===== config.mk =====
export PLATFORM = sky130hd
export DESIGN_NAME = matmul_job_sched_flat
export DESIGN_NICKNAME = d
export VERILOG_FILES = /design/src/rtl/matmul_job_sched_if.sv /design/src/rtl/matmul_job_sched.sv /design/src/flat_wrapper.sv
export SDC_FILE = /design/constraint.sdc
export NUM_CORES = 1
export LEC_CHECK = 0
export CORE_MARGIN = 2
export CORE_UTILIZATION = 53
export DETAILED_ROUTE_END_ITERATION = 8
export PLACE_DENSITY_LB_ADDON = 0.12
export SYNTH_ARGS = -nofsm -noshare
export SYNTH_HDL_FRONTEND = slang
export SYNTH_SLANG_ARGS = --single-unit

===== constraint.sdc =====
create_clock -name clk -period 2.6 [get_ports clk]
set_input_delay 0.78 -clock clk [delete_from_list [all_inputs] [get_ports clk]]
set_output_delay 0.78 -clock clk [all_outputs]
set_load 0.01 [all_outputs]

===== src/rtl/matmul_job_sched_if.sv =====
// Host command, controller and hash-engine signals of the matmul job scheduler.
interface matmul_job_sched_if;
    logic       cmd_valid;
    logic       cmd_ready;
    logic [2:0] cmd_mode;
    logic [9:0] cmd_blocks;
    logic [2:0] mem_mode;
    logic       calc_init;
    logic [3:0] ctrl_state;
    logic       HASH_ready;
    logic       hash_req;
    logic       hash_ack;
    logic       busy;
    logic       done;
    logic       done_status;
    logic       err_illegal;

    // Environment side: host, memory controller and hash engine
    modport master (
        output cmd_valid, cmd_mode, cmd_blocks, ctrl_state, hash_ack,
        input  cmd_ready, mem_mode, calc_init, HASH_ready, hash_req,
               busy, done, done_status, err_illegal
    );

    // Scheduler side
    modport slave (
        input  cmd_valid, cmd_mode, cmd_blocks, ctrl_state, hash_ack,
        output cmd_ready, mem_mode, calc_init, HASH_ready, hash_req,
               busy, done, done_status, err_illegal
    );
endinterface


===== src/rtl/matmul_job_sched.sv =====
// Job scheduler in front of the systolic-array memory controller: queues
// host jobs, launches them, and services the controller's hash-wait state.
module matmul_job_sched #(
    parameter int unsigned FIFO_DEPTH   = 4,
    parameter logic [3:0]  WAIT_AS_CODE = 4'd3,
    parameter logic [3:0]  WAIT_SA_CODE = 4'd7,
    parameter int unsigned HASH_TIMEOUT = 4096
) (
    input  logic clk,
    input  logic rst_n,
    matmul_job_sched_if.slave bus
);
    localparam int unsigned PTR_W = $clog2(FIFO_DEPTH);
    localparam int unsigned CNT_W = PTR_W + 1;
    localparam int unsigned TO_W  = $clog2(HASH_TIMEOUT);
    localparam logic [TO_W-1:0]  TO_LAST = TO_W'(HASH_TIMEOUT - 1);
    localparam logic [CNT_W-1:0] CNT_FULL = CNT_W'(FIFO_DEPTH);

    typedef enum logic [2:0] {
        S_IDLE, S_LAUNCH, S_RUN, S_HASH, S_REL, S_DONE
    } state_t;

    state_t            state, state_nx;
    logic [2:0]        q_mode   [FIFO_DEPTH];
    logic [9:0]        q_blocks [FIFO_DEPTH];
    logic [PTR_W-1:0]  wr_ptr, wr_ptr_nx, rd_ptr, rd_ptr_nx;
    logic [CNT_W-1:0]  count, count_nx;
    logic [9:0]        job_blocks, job_blocks_nx;
    logic [9:0]        block_cnt, block_cnt_nx;
    logic [TO_W-1:0]   to_cnt, to_cnt_nx;
    logic [3:0]        ctrl_prev, wait_code;
    logic              legal, push, pop, wait_entry;
    logic              cmd_ready_q, cmd_ready_nx;
    logic [2:0]        mem_mode_q, mem_mode_nx;
    logic              calc_init_q, calc_init_nx, hash_ready_q, hash_ready_nx;
    logic              hash_req_q, hash_req_nx, busy_q, busy_nx;
    logic              done_q, done_nx, status_q, status_nx, err_q, err_nx;

    assign bus.cmd_ready   = cmd_ready_q;
    assign bus.mem_mode    = mem_mode_q;
    assign bus.calc_init   = calc_init_q;
    assign bus.HASH_ready  = hash_ready_q;
    assign bus.hash_req    = hash_req_q;
    assign bus.busy        = busy_q;
    assign bus.done        = done_q;
    assign bus.done_status = status_q;
    assign bus.err_illegal = err_q;

    // FSM state register
    always_ff @(posedge clk or negedge rst_n) begin
        if (!rst_n) state <= S_IDLE;
        else        state <= state_nx;
    end

    // Next-state, queue bookkeeping and next values of the registered outputs
    always_comb begin
        state_nx      = state;
        job_blocks_nx = job_blocks;
        block_cnt_nx  = block_cnt;
        to_cnt_nx     = to_cnt;
        mem_mode_nx   = mem_mode_q;
        status_nx     = 1'b0;
        pop           = 1'b0;
        legal         = (bus.cmd_mode >= 3'd1) && (bus.cmd_mode <= 3'd4) &&
                        (bus.cmd_blocks != 10'd0);
        push          = bus.cmd_valid && cmd_ready_q && legal;
        err_nx        = bus.cmd_valid && cmd_ready_q && !legal;
        wait_code     = (mem_mode_q == 3'd1 || mem_mode_q == 3'd3) ? WAIT_AS_CODE
                                                                  : WAIT_SA_CODE;
        wait_entry    = (bus.ctrl_state == wait_code) && (ctrl_prev != wait_code);

        case (state)
            S_IDLE: begin
                if (count != '0) begin
                    pop           = 1'b1;
                    mem_mode_nx   = q_mode[rd_ptr];
                    job_blocks_nx = q_blocks[rd_ptr];
                    state_nx      = S_LAUNCH;
                end
            end
            S_LAUNCH: begin
                block_cnt_nx = '0;
                state_nx     = S_RUN;
            end
            S_RUN: begin
                if (wait_entry) begin
                    if (({1'b0, block_cnt} + 11'd1) == {1'b0, job_blocks}) begin
                        state_nx = S_DONE;
                    end else begin
                        block_cnt_nx = block_cnt + 10'd1;
                        to_cnt_nx    = '0;
                        state_nx     = S_HASH;
                    end
                end
            end
            S_HASH: begin
                // An ack on the last allowed cycle still counts as an ack
                if (bus.hash_ack) begin
                    state_nx = S_REL;
                end else if (to_cnt == TO_LAST) begin
                    status_nx = 1'b1;
                    state_nx  = S_DONE;
                end else begin
                    to_cnt_nx = to_cnt + TO_W'(1);
                end
            end
            S_REL:   state_nx = S_RUN;
            S_DONE:  state_nx = S_IDLE;
            default: state_nx = S_IDLE;
        endcase

        wr_ptr_nx     = push ? wr_ptr + PTR_W'(1) : wr_ptr;
        rd_ptr_nx     = pop  ? rd_ptr + PTR_W'(1) : rd_ptr;
        count_nx      = count + CNT_W'(push) - CNT_W'(pop);
        cmd_ready_nx  = (count_nx != CNT_FULL);
        calc_init_nx  = (state_nx == S_LAUNCH);
        hash_req_nx   = (state_nx == S_HASH);
        hash_ready_nx = (state_nx == S_REL);
        done_nx       = (state_nx == S_DONE);
        busy_nx       = (state_nx != S_IDLE);
    end

    // Queue pointers, job registers, counters and registered outputs
    always_ff @(posedge clk or negedge rst_n) begin
        if (!rst_n) begin
            wr_ptr       <= '0;
            rd_ptr       <= '0;
            count        <= '0;
            job_blocks   <= '0;
            block_cnt    <= '0;
            to_cnt       <= '0;
            ctrl_prev    <= '0;
            cmd_ready_q  <= 1'b1;
            mem_mode_q   <= '0;
            calc_init_q  <= 1'b0;
            hash_ready_q <= 1'b0;
            hash_req_q   <= 1'b0;
            busy_q       <= 1'b0;
            done_q       <= 1'b0;
            status_q     <= 1'b0;
            err_q        <= 1'b0;
        end else begin
            wr_ptr       <= wr_ptr_nx;
            rd_ptr       <= rd_ptr_nx;
            count        <= count_nx;
            job_blocks   <= job_blocks_nx;
            block_cnt    <= block_cnt_nx;
            to_cnt       <= to_cnt_nx;
            ctrl_prev    <= bus.ctrl_state;
            cmd_ready_q  <= cmd_ready_nx;
            mem_mode_q   <= mem_mode_nx;
            calc_init_q  <= calc_init_nx;
            hash_ready_q <= hash_ready_nx;
            hash_req_q   <= hash_req_nx;
            busy_q       <= busy_nx;
            done_q       <= done_nx;
            status_q     <= status_nx;
            err_q        <= err_nx;
        end
    end

    // Command queue storage; contents are don't-care until written
    always_ff @(posedge clk) begin
        if (push) begin
            q_mode[wr_ptr]   <= bus.cmd_mode;
            q_blocks[wr_ptr] <= bus.cmd_blocks;
        end
    end
endmodule


===== src/flat_wrapper.sv =====
// flat-port wrapper written by rule: the top's interface ports become plain ports
module matmul_job_sched_flat 
#(
    parameter int unsigned FIFO_DEPTH   = 4,
    parameter logic [3:0]  WAIT_AS_CODE = 4'd3,
    parameter logic [3:0]  WAIT_SA_CODE = 4'd7,
    parameter int unsigned HASH_TIMEOUT = 4096
)
  (clk, rst_n, bus_cmd_valid, bus_cmd_mode, bus_cmd_blocks, bus_ctrl_state, bus_hash_ack, bus_cmd_ready, bus_mem_mode, bus_calc_init, bus_HASH_ready, bus_hash_req, bus_busy, bus_done, bus_done_status, bus_err_illegal);
  matmul_job_sched_if bus_i ();
  input  logic clk;
  input  logic rst_n;
  input wire logic [$bits(bus_i.cmd_valid)-1:0] bus_cmd_valid;
  input wire logic [$bits(bus_i.cmd_mode)-1:0] bus_cmd_mode;
  input wire logic [$bits(bus_i.cmd_blocks)-1:0] bus_cmd_blocks;
  input wire logic [$bits(bus_i.ctrl_state)-1:0] bus_ctrl_state;
  input wire logic [$bits(bus_i.hash_ack)-1:0] bus_hash_ack;
  output wire logic [$bits(bus_i.cmd_ready)-1:0] bus_cmd_ready;
  output wire logic [$bits(bus_i.mem_mode)-1:0] bus_mem_mode;
  output wire logic [$bits(bus_i.calc_init)-1:0] bus_calc_init;
  output wire logic [$bits(bus_i.HASH_ready)-1:0] bus_HASH_ready;
  output wire logic [$bits(bus_i.hash_req)-1:0] bus_hash_req;
  output wire logic [$bits(bus_i.busy)-1:0] bus_busy;
  output wire logic [$bits(bus_i.done)-1:0] bus_done;
  output wire logic [$bits(bus_i.done_status)-1:0] bus_done_status;
  output wire logic [$bits(bus_i.err_illegal)-1:0] bus_err_illegal;
  assign bus_i.cmd_valid = bus_cmd_valid;
  assign bus_i.cmd_mode = bus_cmd_mode;
  assign bus_i.cmd_blocks = bus_cmd_blocks;
  assign bus_i.ctrl_state = bus_ctrl_state;
  assign bus_i.hash_ack = bus_hash_ack;
  assign bus_cmd_ready = bus_i.cmd_ready;
  assign bus_mem_mode = bus_i.mem_mode;
  assign bus_calc_init = bus_i.calc_init;
  assign bus_HASH_ready = bus_i.HASH_ready;
  assign bus_hash_req = bus_i.hash_req;
  assign bus_busy = bus_i.busy;
  assign bus_done = bus_i.done;
  assign bus_done_status = bus_i.done_status;
  assign bus_err_illegal = bus_i.err_illegal;
  matmul_job_sched #(.FIFO_DEPTH(FIFO_DEPTH), .WAIT_AS_CODE(WAIT_AS_CODE), .WAIT_SA_CODE(WAIT_SA_CODE), .HASH_TIMEOUT(HASH_TIMEOUT)) u_core (.clk(clk), .rst_n(rst_n), .bus(bus_i));
endmodule

### Word-level counts from Yosys, hierarchy flattened

Memories as Yosys holds them, arrays and structs flattened. A register that Yosys moved wholly into a read port is not among the register bits.
Cells that the tools add are included.
Widths: inputs -> output; s select.

| word-level totals | value |
|---|---|
| memory bits (writable) | 52 |
| logic and storage cells | 87 |
| input port bits | 21 |
| flip-flop bits (word level) | 44 |
| memories | 2 |
| output and inout port bits | 11 |

| operators by class | value |
|---|---|
| mux-type cells | 22 |
| reduce and logical (&&, ||, !) cells | 20 |
| $add $sub $neg | 7 |
| equal/unequal tests | 19 |
| magnitude comparators | 2 |

Memory list:

| memory | words | width | read ports | clocked after Yosys merged registers in | write ports | RTL line | source |
|---|---|---|---|---|---|---|---|
| u_core.q_blocks | 4 | 10 | 1 | 1 | 1 | matmul_job_sched.sv:25 | `logic [9:0] q_blocks [FIFO_DEPTH];` |
| u_core.q_mode | 4 | 3 | 1 | 1 | 1 | matmul_job_sched.sv:24 | `logic [2:0] q_mode [FIFO_DEPTH];` |

Operators by type and width:

| cell | count |
|---|---|
| $mux 12 | 4 |
| $pmux 12 s2 | 1 |
| $mux 10 | 2 |
| $pmux 10 s2 | 1 |
| $mux 3 | 6 |
| $add 12x1->12 const B | 1 |
| $eq 12x12->1 const B | 1 |
| $eq 3x2->1 const B | 4 |
| $pmux 3 s4 | 1 |
| $add 10x1->11 const B | 1 |
| $eq 11x10->1 | 1 |
| $add 10x1->10 const B | 1 |
| $reduce_bool 10->1 | 1 |
| $eq 3x1->1 const B | 3 |
| $eq 3x3->1 const B | 3 |
| $mux 1 | 7 |
| $logic_and 1x1->1 | 6 |
| $ne 2x2->1 const B | 3 |
| $reduce_bool 3->1 | 2 |
| $reduce_and 5->1 | 1 |
| $add 2x1->2 const B | 2 |
| $eq 4x4->1 | 1 |
| $ne 4x4->1 | 1 |
| $reduce_bool 2->1 | 2 |
| 12 further kinds | 14 |

### Longest topological paths before layout

Gate-level depths: netlist of run 1.

| depth | value |
|---|---|
| depth in word-level cells | 8 |
| gate-level depth with buffers | 10 |
| mapped depth without buffers | 9 |

### Least setup slack after synthesis of run 1

Ideal clock, no wire load.

| timing | value |
|---|---|
| path kind | input -> register |
| from | in bus_cmd_blocks[7] |
| to | reg u_core.cmd_ready_q (netlist: u_core.bus.cmd_ready) |
| setup time | 0.083 ns |
| arrival time | 2.790 ns |
| buffers on the path | 0 |
| stages on the path | 8 |
| required time | 2.517 ns |
| slack | -0.273 ns |
| cells stage by stage | or4_1 -> o41ai_1 -> nor2_1 -> ha_1 -> fa_1 -> xor2_1 -> xnor2_1 -> nand2_1 |

| on the way | value |
|---|---|
| cells in the longest elaborated chain, start to end | 6 |

RTL lines:

| element | RTL line | source |
|---|---|---|
| start: declaration | flat_wrapper.sv:15 | `input wire logic [$bits(bus_i.cmd_blocks)-1:0] bus_cmd_blocks;` |
| $reduce_bool 10->1 | matmul_job_sched.sv:65 | `(bus.cmd_blocks != 10'd0);` |
| $logic_and 1x1->1 | matmul_job_sched.sv:64 | `legal = (bus.cmd_mode >= 3'd1) && (bus.cmd_mode <= 3'd4) &&` |
| $logic_and 1x1->1 | matmul_job_sched.sv:66 | `push = bus.cmd_valid && cmd_ready_q && legal;` |
| via u_core.push | matmul_job_sched.sv:32 | `logic legal, push, pop, wait_entry;` |
| $add 3x1->3 | matmul_job_sched.sv:114 | `count_nx = count + CNT_W'(push) - CNT_W'(pop);` |
| $sub 3x1->3 | matmul_job_sched.sv:114 |  |
| via u_core.count_nx[2] | matmul_job_sched.sv:27 | `logic [CNT_W-1:0] count, count_nx;` |
| $ne 3x3->1 | matmul_job_sched.sv:115 | `cmd_ready_nx = (count_nx != CNT_FULL);` |
| via u_core.cmd_ready_nx | matmul_job_sched.sv:33 | `logic cmd_ready_q, cmd_ready_nx;` |
| end signal: assignment | matmul_job_sched.sv:150 | `cmd_ready_q <= cmd_ready_nx;` |
| end: declaration | matmul_job_sched.sv:33 |  |

The timed path passes the listed nets, and every way through them passes these cells.
A chain may end at the register's enable or synchronous reset.

### Final worst setup path of run 1

| timing | value |
|---|---|
| from | reg u_core.block_cnt[1] |
| to | reg u_core.busy_q (netlist: u_core.bus.busy) |

| on the way | value |
|---|---|
| cells in the longest elaborated chain, start to end | 6 |

RTL lines:

| element | RTL line | source |
|---|---|---|
| start: declaration | matmul_job_sched.sv:29 | `logic [9:0] block_cnt, block_cnt_nx;` |
| start signal: assignment | matmul_job_sched.sv:147 | `block_cnt <= block_cnt_nx;` |
| $add 10x1->11 | matmul_job_sched.sv:87 | `if (({1'b0, block_cnt} + 11'd1) == {1'b0, job_blocks}) begin` |
| $eq 11x10->1 | matmul_job_sched.sv:87 |  |
| $mux 3 | matmul_job_sched.sv:87 |  |
| $mux 3 | matmul_job_sched.sv:86 | `if (wait_entry) begin` |
| $pmux 3 s4 | matmul_job_sched.sv:72 | `case (state)` |
| via u_core.state_nx[1] | matmul_job_sched.sv:23 | `state_t state, state_nx;` |
| $reduce_bool 3->1 | matmul_job_sched.sv:120 | `busy_nx = (state_nx != S_IDLE);` |
| via u_core.busy_nx | matmul_job_sched.sv:36 | `logic hash_req_q, hash_req_nx, busy_q, busy_nx;` |
| end signal: assignment | matmul_job_sched.sv:155 | `busy_q <= busy_nx;` |
| end: declaration | matmul_job_sched.sv:36 |  |

The timed path passes the listed nets, and every way through them passes these cells.

==> results of run 1 <==
where the power goes:
group / switching, mW / leakage [nW] / internal (mW)
Sequential: 0.292 / 1.19 / 2.17
Combinational: 0.881 / 1.13 / 1.15
Clock: 0.668 / 0.109 / 0.402
Total: 1.84 / 2.43 / 3.72
cell usage after synthesis, types with 5 or more instances:
library cell	instances	share of area, %
ha_1	8	2.1
and2_1	7	0.90
xor2_1	6	1.1
edfxtp_1	52	32
a21oi_1	6	0.62
nand4_1	5	0.64
xnor2_1	15	2.7
nor2_1	22	1.7
clkbuf_1	7	0.54
and3_1	11	1.4
nor3_1	9	0.92
a221o_1	6	1.2
nor2b_1	5	0.64
mux2_2	15	3.5
nand3_1	10	1.0
dfrtp_1	56	29
nand2_1	25	1.9
o21ai_0	7	0.72
mux4_2	13	6.0
inv_1	9	0.69
repair_timing:
| action | 4_1_cts | 5_1_grt |
|---|---|---|
| resized for setup | 31 | 21 |
| hold buffers | 0 | 0 |
| endpoints found under the setup margin | 47 | 13 |
| buffers inserted | 2 | 0 |
| pin swaps | 15 | 10 |
state kept, by name (all words and copies together), names as in the netlist, 4 cells and up:
| signal | flops |
|---|---|
| u_core.job_blocks | 10 |
| u_core.to_cnt | 12 |
| u_core.ctrl_prev | 4 |
| u_core.block_cnt | 10 |
| u_core.q_mode | 12 |
| u_core.q_blocks | 40 |
routing by layer:
layer  global-route usage (%)  wire length (microns)  vias to the layer above
met4                    6.006                    104                        0
met3                    4.457                    324                        9
li1                         -                      -                     1501
met5                        0                      0                        -
met1                    26.51                   4081                     1548
met2                    34.10                   4782                       49
area by class of cell:
class	instances	area (sq um)	area share (%)
clock buffers	9	123.9	2.035
clock inverters	7	96.34	1.583
inverters	9	33.78	0.5551
multi-input cells	223	1928	31.68
flip-flops and latches	109	2989	49.12
well taps	111	138.9	2.282
repair buffers	88	775.7	12.75
cell families after synthesis:
logic type      Yosys count  share of synthesized area [%]
simple gates            121                          13.66
mux                      30                          9.869
xor+xnor                 22                          4.230
fa+ha+maj                 9                          2.461
compound gates           41                          6.306
buf+inv                  23                          2.230
flops                   109                          61.24
how the worst max path moves through the flow:
stage | from | end | slack, ns | cells after the start
2_1_floorplan | u_core.block_cnt[0] | u_core.bus.busy | -0.15 | 9
3_3_place_gp | bus_cmd_blocks[1] | u_core.bus.cmd_ready | -0.64 | 9
3_5_place_dp | bus_cmd_blocks[1] | u_core.bus.cmd_ready | -0.71 | 9
4_1_cts | u_core.block_cnt[1] | u_core.bus.busy | -0.17 | 8
5_1_grt | u_core.block_cnt[1] | u_core.bus.busy | -0.20 | 8
6_report | u_core.block_cnt[1] | u_core.bus.busy | -0.10 | 8
==> run_results.csv, run 1 <==
group,metric,value,unit
yosys,ys_seq_area_share,61.24,%
die,start_util,53.84,%
layout,final_cell_mix,"dfrtp_1, edfxtp_1, buf_4, nand2_1, clkdlybuf4s50_1",
layout,fin_area,6086,sq um
cts,numCtsBuffers,9,
cts,cts-root-buf,"clkbuf_8",
global_routing,grt_pass1_vias,3181,
placement,dp.cells,538,
cts,h-tree-depth,3,
critical_path,cp_cell_sequence,"ha_2 -> and4_4 -> nand2_2 -> xnor2_1 -> or4_4 -> or2_4 -> a211o_1 -> or4_4",
route,drcViolationCount,0,
critical_path,worstSetupStartpointType,"register",
yosys,ys_warn_count,0,
cts,cts_tree,"done",
critical_path,critical_path_buf_inv_count,0,
min_path,min_path_type,"input port to asynchronous set/reset pin",
global_routing,grt_max_degree,58,
critical_path,required,2.86,ns
critical_path,rrSetupSlack,-0.10,ns
route,drt-initial-drc-count,95,
layout,syn_to_final_growth,24.69,%
die,die_w,99.97,microns
placement,dpl.hpwl,6502,microns
route,drt_pass1_iterations,4,
cts,cts_buffer_depth,2,
die,die_y,99.97,microns
sta,fmax,369.8,MHz
critical_path,r2r_end,"u_core.bus.busy",
global_routing,antenna_found_initial,0,
die,core_area,9065,sq um
critical_path,cpMostUsedCell,"or4_4",
die,rows,35,
power,fin_total_pwr,5.563,mW
cts,clkTransAtPathRegs,0.12,ns
sta,fin_crit_sh,104.0,%
route,via_count,3107,
sta,rsz0062_at_grt,"yes",
die,die_area,9993,sq um
yosys,async_flop_share,52.29,%
yosys,synth_edf_count,52,
power,p_leak,2.430,nW
placement,io_buffers,31,
route,via_per_inst,5.588,
critical_path,slowest_delay,0.53,ns
yosys,syn_inst,355,
sta,worstMarginPinSlew,0.6147,ns
yosys,synthesis.area,4881,sq um
layout,layout_commonest_cell,"dfrtp_1",
route,wl_per_cell,16.71,microns
layout,nFillCells,655,
route,ant_nets,0,
layout,drive_gt1_share,31.24,%
cts,cts_sinks,109,
layout,antenna-diode-count,0,
global_routing,gr-total-overflow,0,
sta,tns,-0.1039,ns
sta,slew_violations,0,
sta,hold_violations,0,
global_routing,grtUsageTotal,20.18,%
sta,slew_headroom,59.02,%
die,ios,32,
sta,finalClockSkew,0.01656,ns
route,drt_wl_total,9292,microns
placement,place_ws,-0.7053,ns
critical_path,crit_arrival,2.96,ns
placement,place_congestion,0.8349,
run_status,status,"finished, violations left",
layout,instances_no_fill,556,
critical_path,critical_path_class,"register to register",
placement,dpl-instance-area,5761,sq um
critical_path,rr_worst_depth,8,
power,max-vdd-ir-drop,472.7,uV
layout,nets,470,
yosys,synth.distinct_cells,59,
critical_path,r2r-start,"u_core.block_cnt[1]",
flow_run,maxCapViolations,0,
yosys,synth.avg_cell_area,13.75,sq um
critical_path,crit_family,"simple AND/OR/NAND/NOR gates",
power,powerDensity,914.1,nW/um^2
yosys,ys.flop_type,"dfrtp_1",
layout,final_util,67.14,%
critical_path,cp_slowest_cell,"or4_4",
yosys,synth_seq_cells,109,
critical_path,crit_fanout,5,
sta,min_period,2.704,ns
sta,holdWs,0.3843,ns
cts,insertion_delay,0.38,ns
yosys,synth_nets,385,
run_status,violations,"setup timing",
sta,final.setup.worst_slack,-0.1039,ns
critical_path,cp-end-kind,"register",
global_routing,grt_pass1_wl,15520,microns
sta,setup_viol,1,
Power figures use the tool's default switching activity.
==> inputs of run 2 (changes only) <==
--- a/config.mk
+++ b/config.mk
@@ -9,6 +9,7 @@
 export CORE_UTILIZATION = 53
 export DETAILED_ROUTE_END_ITERATION = 8
 export PLACE_DENSITY_LB_ADDON = 0.12
+export SETUP_SLACK_MARGIN = 0.02
 export SYNTH_ARGS = -nofsm -noshare
 export SYNTH_HDL_FRONTEND = slang
 export SYNTH_SLANG_ARGS = --single-unit
==> run_results.csv, run 2 (synthesis gave the netlist of run 1 again) <==
group,metric,value,unit
critical_path,r2r_end,"u_core.bus.busy",
cts,cts_tree,"done",
layout,largest_register_ffs,40,
layout,drive_gt1_share,31.46,%
flow_run,maxCapViolations,0,
die,ios,32,
critical_path,crit_fanout,5,
route,ant_nets,0,
die,core_area,9065,sq um
power,powerDensity,914.3,nW/um^2
critical_path,cp-end-kind,"register",
critical_path,r2r-start,"u_core.block_cnt[1]",
global_routing,grt_pass1_vias,3181,
sta,rsz0062_at_grt,"yes",
layout,fin_area,6106,sq um
layout,layout_commonest_cell,"dfrtp_1",
layout,final_cell_mix,"dfrtp_1, edfxtp_1, buf_4, nand2_1, clkdlybuf4s50_1",
sta,slew_headroom,57.96,%
sta,min_period,2.704,ns
critical_path,worstSetupStartpointType,"register",
critical_path,rrSetupSlack,-0.10,ns
die,start_util,53.84,%
route,wl_per_cell,16.78,microns
route,drt_pass1_iterations,4,
global_routing,grt_max_degree,58,
sta,fin_crit_sh,104.0,%
critical_path,cp-endpoint,"u_core.bus.busy",
critical_path,crit_arrival,2.96,ns
layout,antenna-diode-count,0,
critical_path,required,2.86,ns
run_status,violations,"setup timing",
global_routing,antenna_found_initial,0,
sta,holdWs,0.3818,ns
power,fin_total_pwr,5.583,mW
placement,io_buffers,31,
sta,slew_violations,0,
route,drt-initial-drc-count,107,
layout,syn_to_final_growth,25.10,%
global_routing,gr-total-overflow,0,
route,drcViolationCount,0,
min_path,min_path_type,"input port to asynchronous set/reset pin",
power,max-vdd-ir-drop,473.0,uV
critical_path,rr_worst_depth,8,
power,p_leak,2.434,nW
die,die_w,99.97,microns
die,die_area,9993,sq um
cts,cts_hold_buf,0,
sta,fmax,369.9,MHz
run_status,status,"finished, violations left",
route,drt_wl_total,9332,microns
critical_path,critical_path_class,"register to register",
layout,nets,470,
cts,cts_buffer_depth,2,
placement,dpl.hpwl,6502,microns
sta,worstMarginPinSlew,0.6307,ns
sta,setup_viol,1,
global_routing,grtUsageTotal,20.18,%
route,via_count,3104,
sta,hold_violations,0,
cts,h-tree-depth,3,
cts,cts-root-buf,"clkbuf_8",
layout,regMostFlops,"u_core.q_blocks",
layout,reg_top3,"u_core.q_blocks (40), u_core.q_mode (12), u_core.to_cnt (12)",
cts,insertion_delay,0.38,ns
layout,nFillCells,648,
route,via_per_inst,5.583,
sta,final.setup.worst_slack,-0.1036,ns
placement,place_congestion,0.8349,
sta,finalClockSkew,0.01644,ns
die,die_y,99.97,microns
cts,numCtsBuffers,9,
placement,dpl-instance-area,5761,sq um
global_routing,grt_pass1_wl,15520,microns
cts,clkTransAtPathRegs,0.11,ns
die,rows,35,
critical_path,startpoint,"u_core.block_cnt[1]",
cts,cts_sinks,109,
-- run 2: cell counts in the layout (fill, tap and decap cells not counted) --
Identical to the previous run, type by type.
-- run 2: where the power goes --
| group | leakage, nW | switching, mW | internal (mW) |
|---|---|---|---|
| Clock | 0.109 | 0.670 | 0.403 |
| Combinational | 1.13 | 0.892 | 1.15 |
| Sequential | 1.19 | 0.293 | 2.17 |
-- run 2: repair_timing --
item,4_1_cts,5_1_grt
resized for setup,31,25
pin swaps,15,12
setup buffers,2,0
setup endpoints to repair,69,14
-- run 2: critical path: stages (launching register included) --
cell and delay (ns):
dfrtp_1 0.40, ha_2 0.19, and4_4 0.25, nand2_2 0.07, xnor2_1 0.12, or4_4 0.53, or2_4 0.24, a211o_1 0.27
or4_4 0.51
-- run 2: worst min path at each step --
stage,end,slack [ns],cells after the start
6_report,u_core.job_blocks[4],0.38,2
3_5_place_dp,u_core.count[2],0.49,1
5_1_grt,u_core.job_blocks[4],0.39,2
2_1_floorplan,u_core.count[2],0.46,1
3_3_place_gp,u_core.count[2],0.49,1
4_1_cts,u_core.job_blocks[4],0.38,2
-- run 2: final cells by class --
cell class | count | area [sq um] | area share [%]
Inverter | 9 | 33.78 | 0.5533
Clock buffer | 9 | 123.9 | 2.029
Tap cell | 111 | 138.9 | 2.275
Sequential cell | 109 | 2989 | 48.95
Timing Repair Buffer | 88 | 779.5 | 12.77
Clock inverter | 7 | 96.34 | 1.578
Multi-Input combinational cell | 223 | 1944 | 31.84
-- run 2: per-layer routing --
| metal | share of wire (%) | track usage [%] |
|---|---|---|
| met5 | 0 | 0 |
| met4 | 1.2 | 6.006 |
| met3 | 3.1 | 4.457 |
| met2 | 51 | 34.10 |
| met1 | 45 | 26.51 |
-- run 2: metrics by stage --
step	TNS (ns)	utilization (%)	instances	setup slack, ns
after floorplan	-0.3749	-	355	-0.1525
final	-0.1036	67.36	556	-0.1036
after CTS	-0.1656	66.31	556	-0.1656
after global routing	-0.2458	67.36	556	-0.2007
after global placement	-22.24	63.55	538	-0.6385
after detailed placement	-24.66	63.55	538	-0.7053
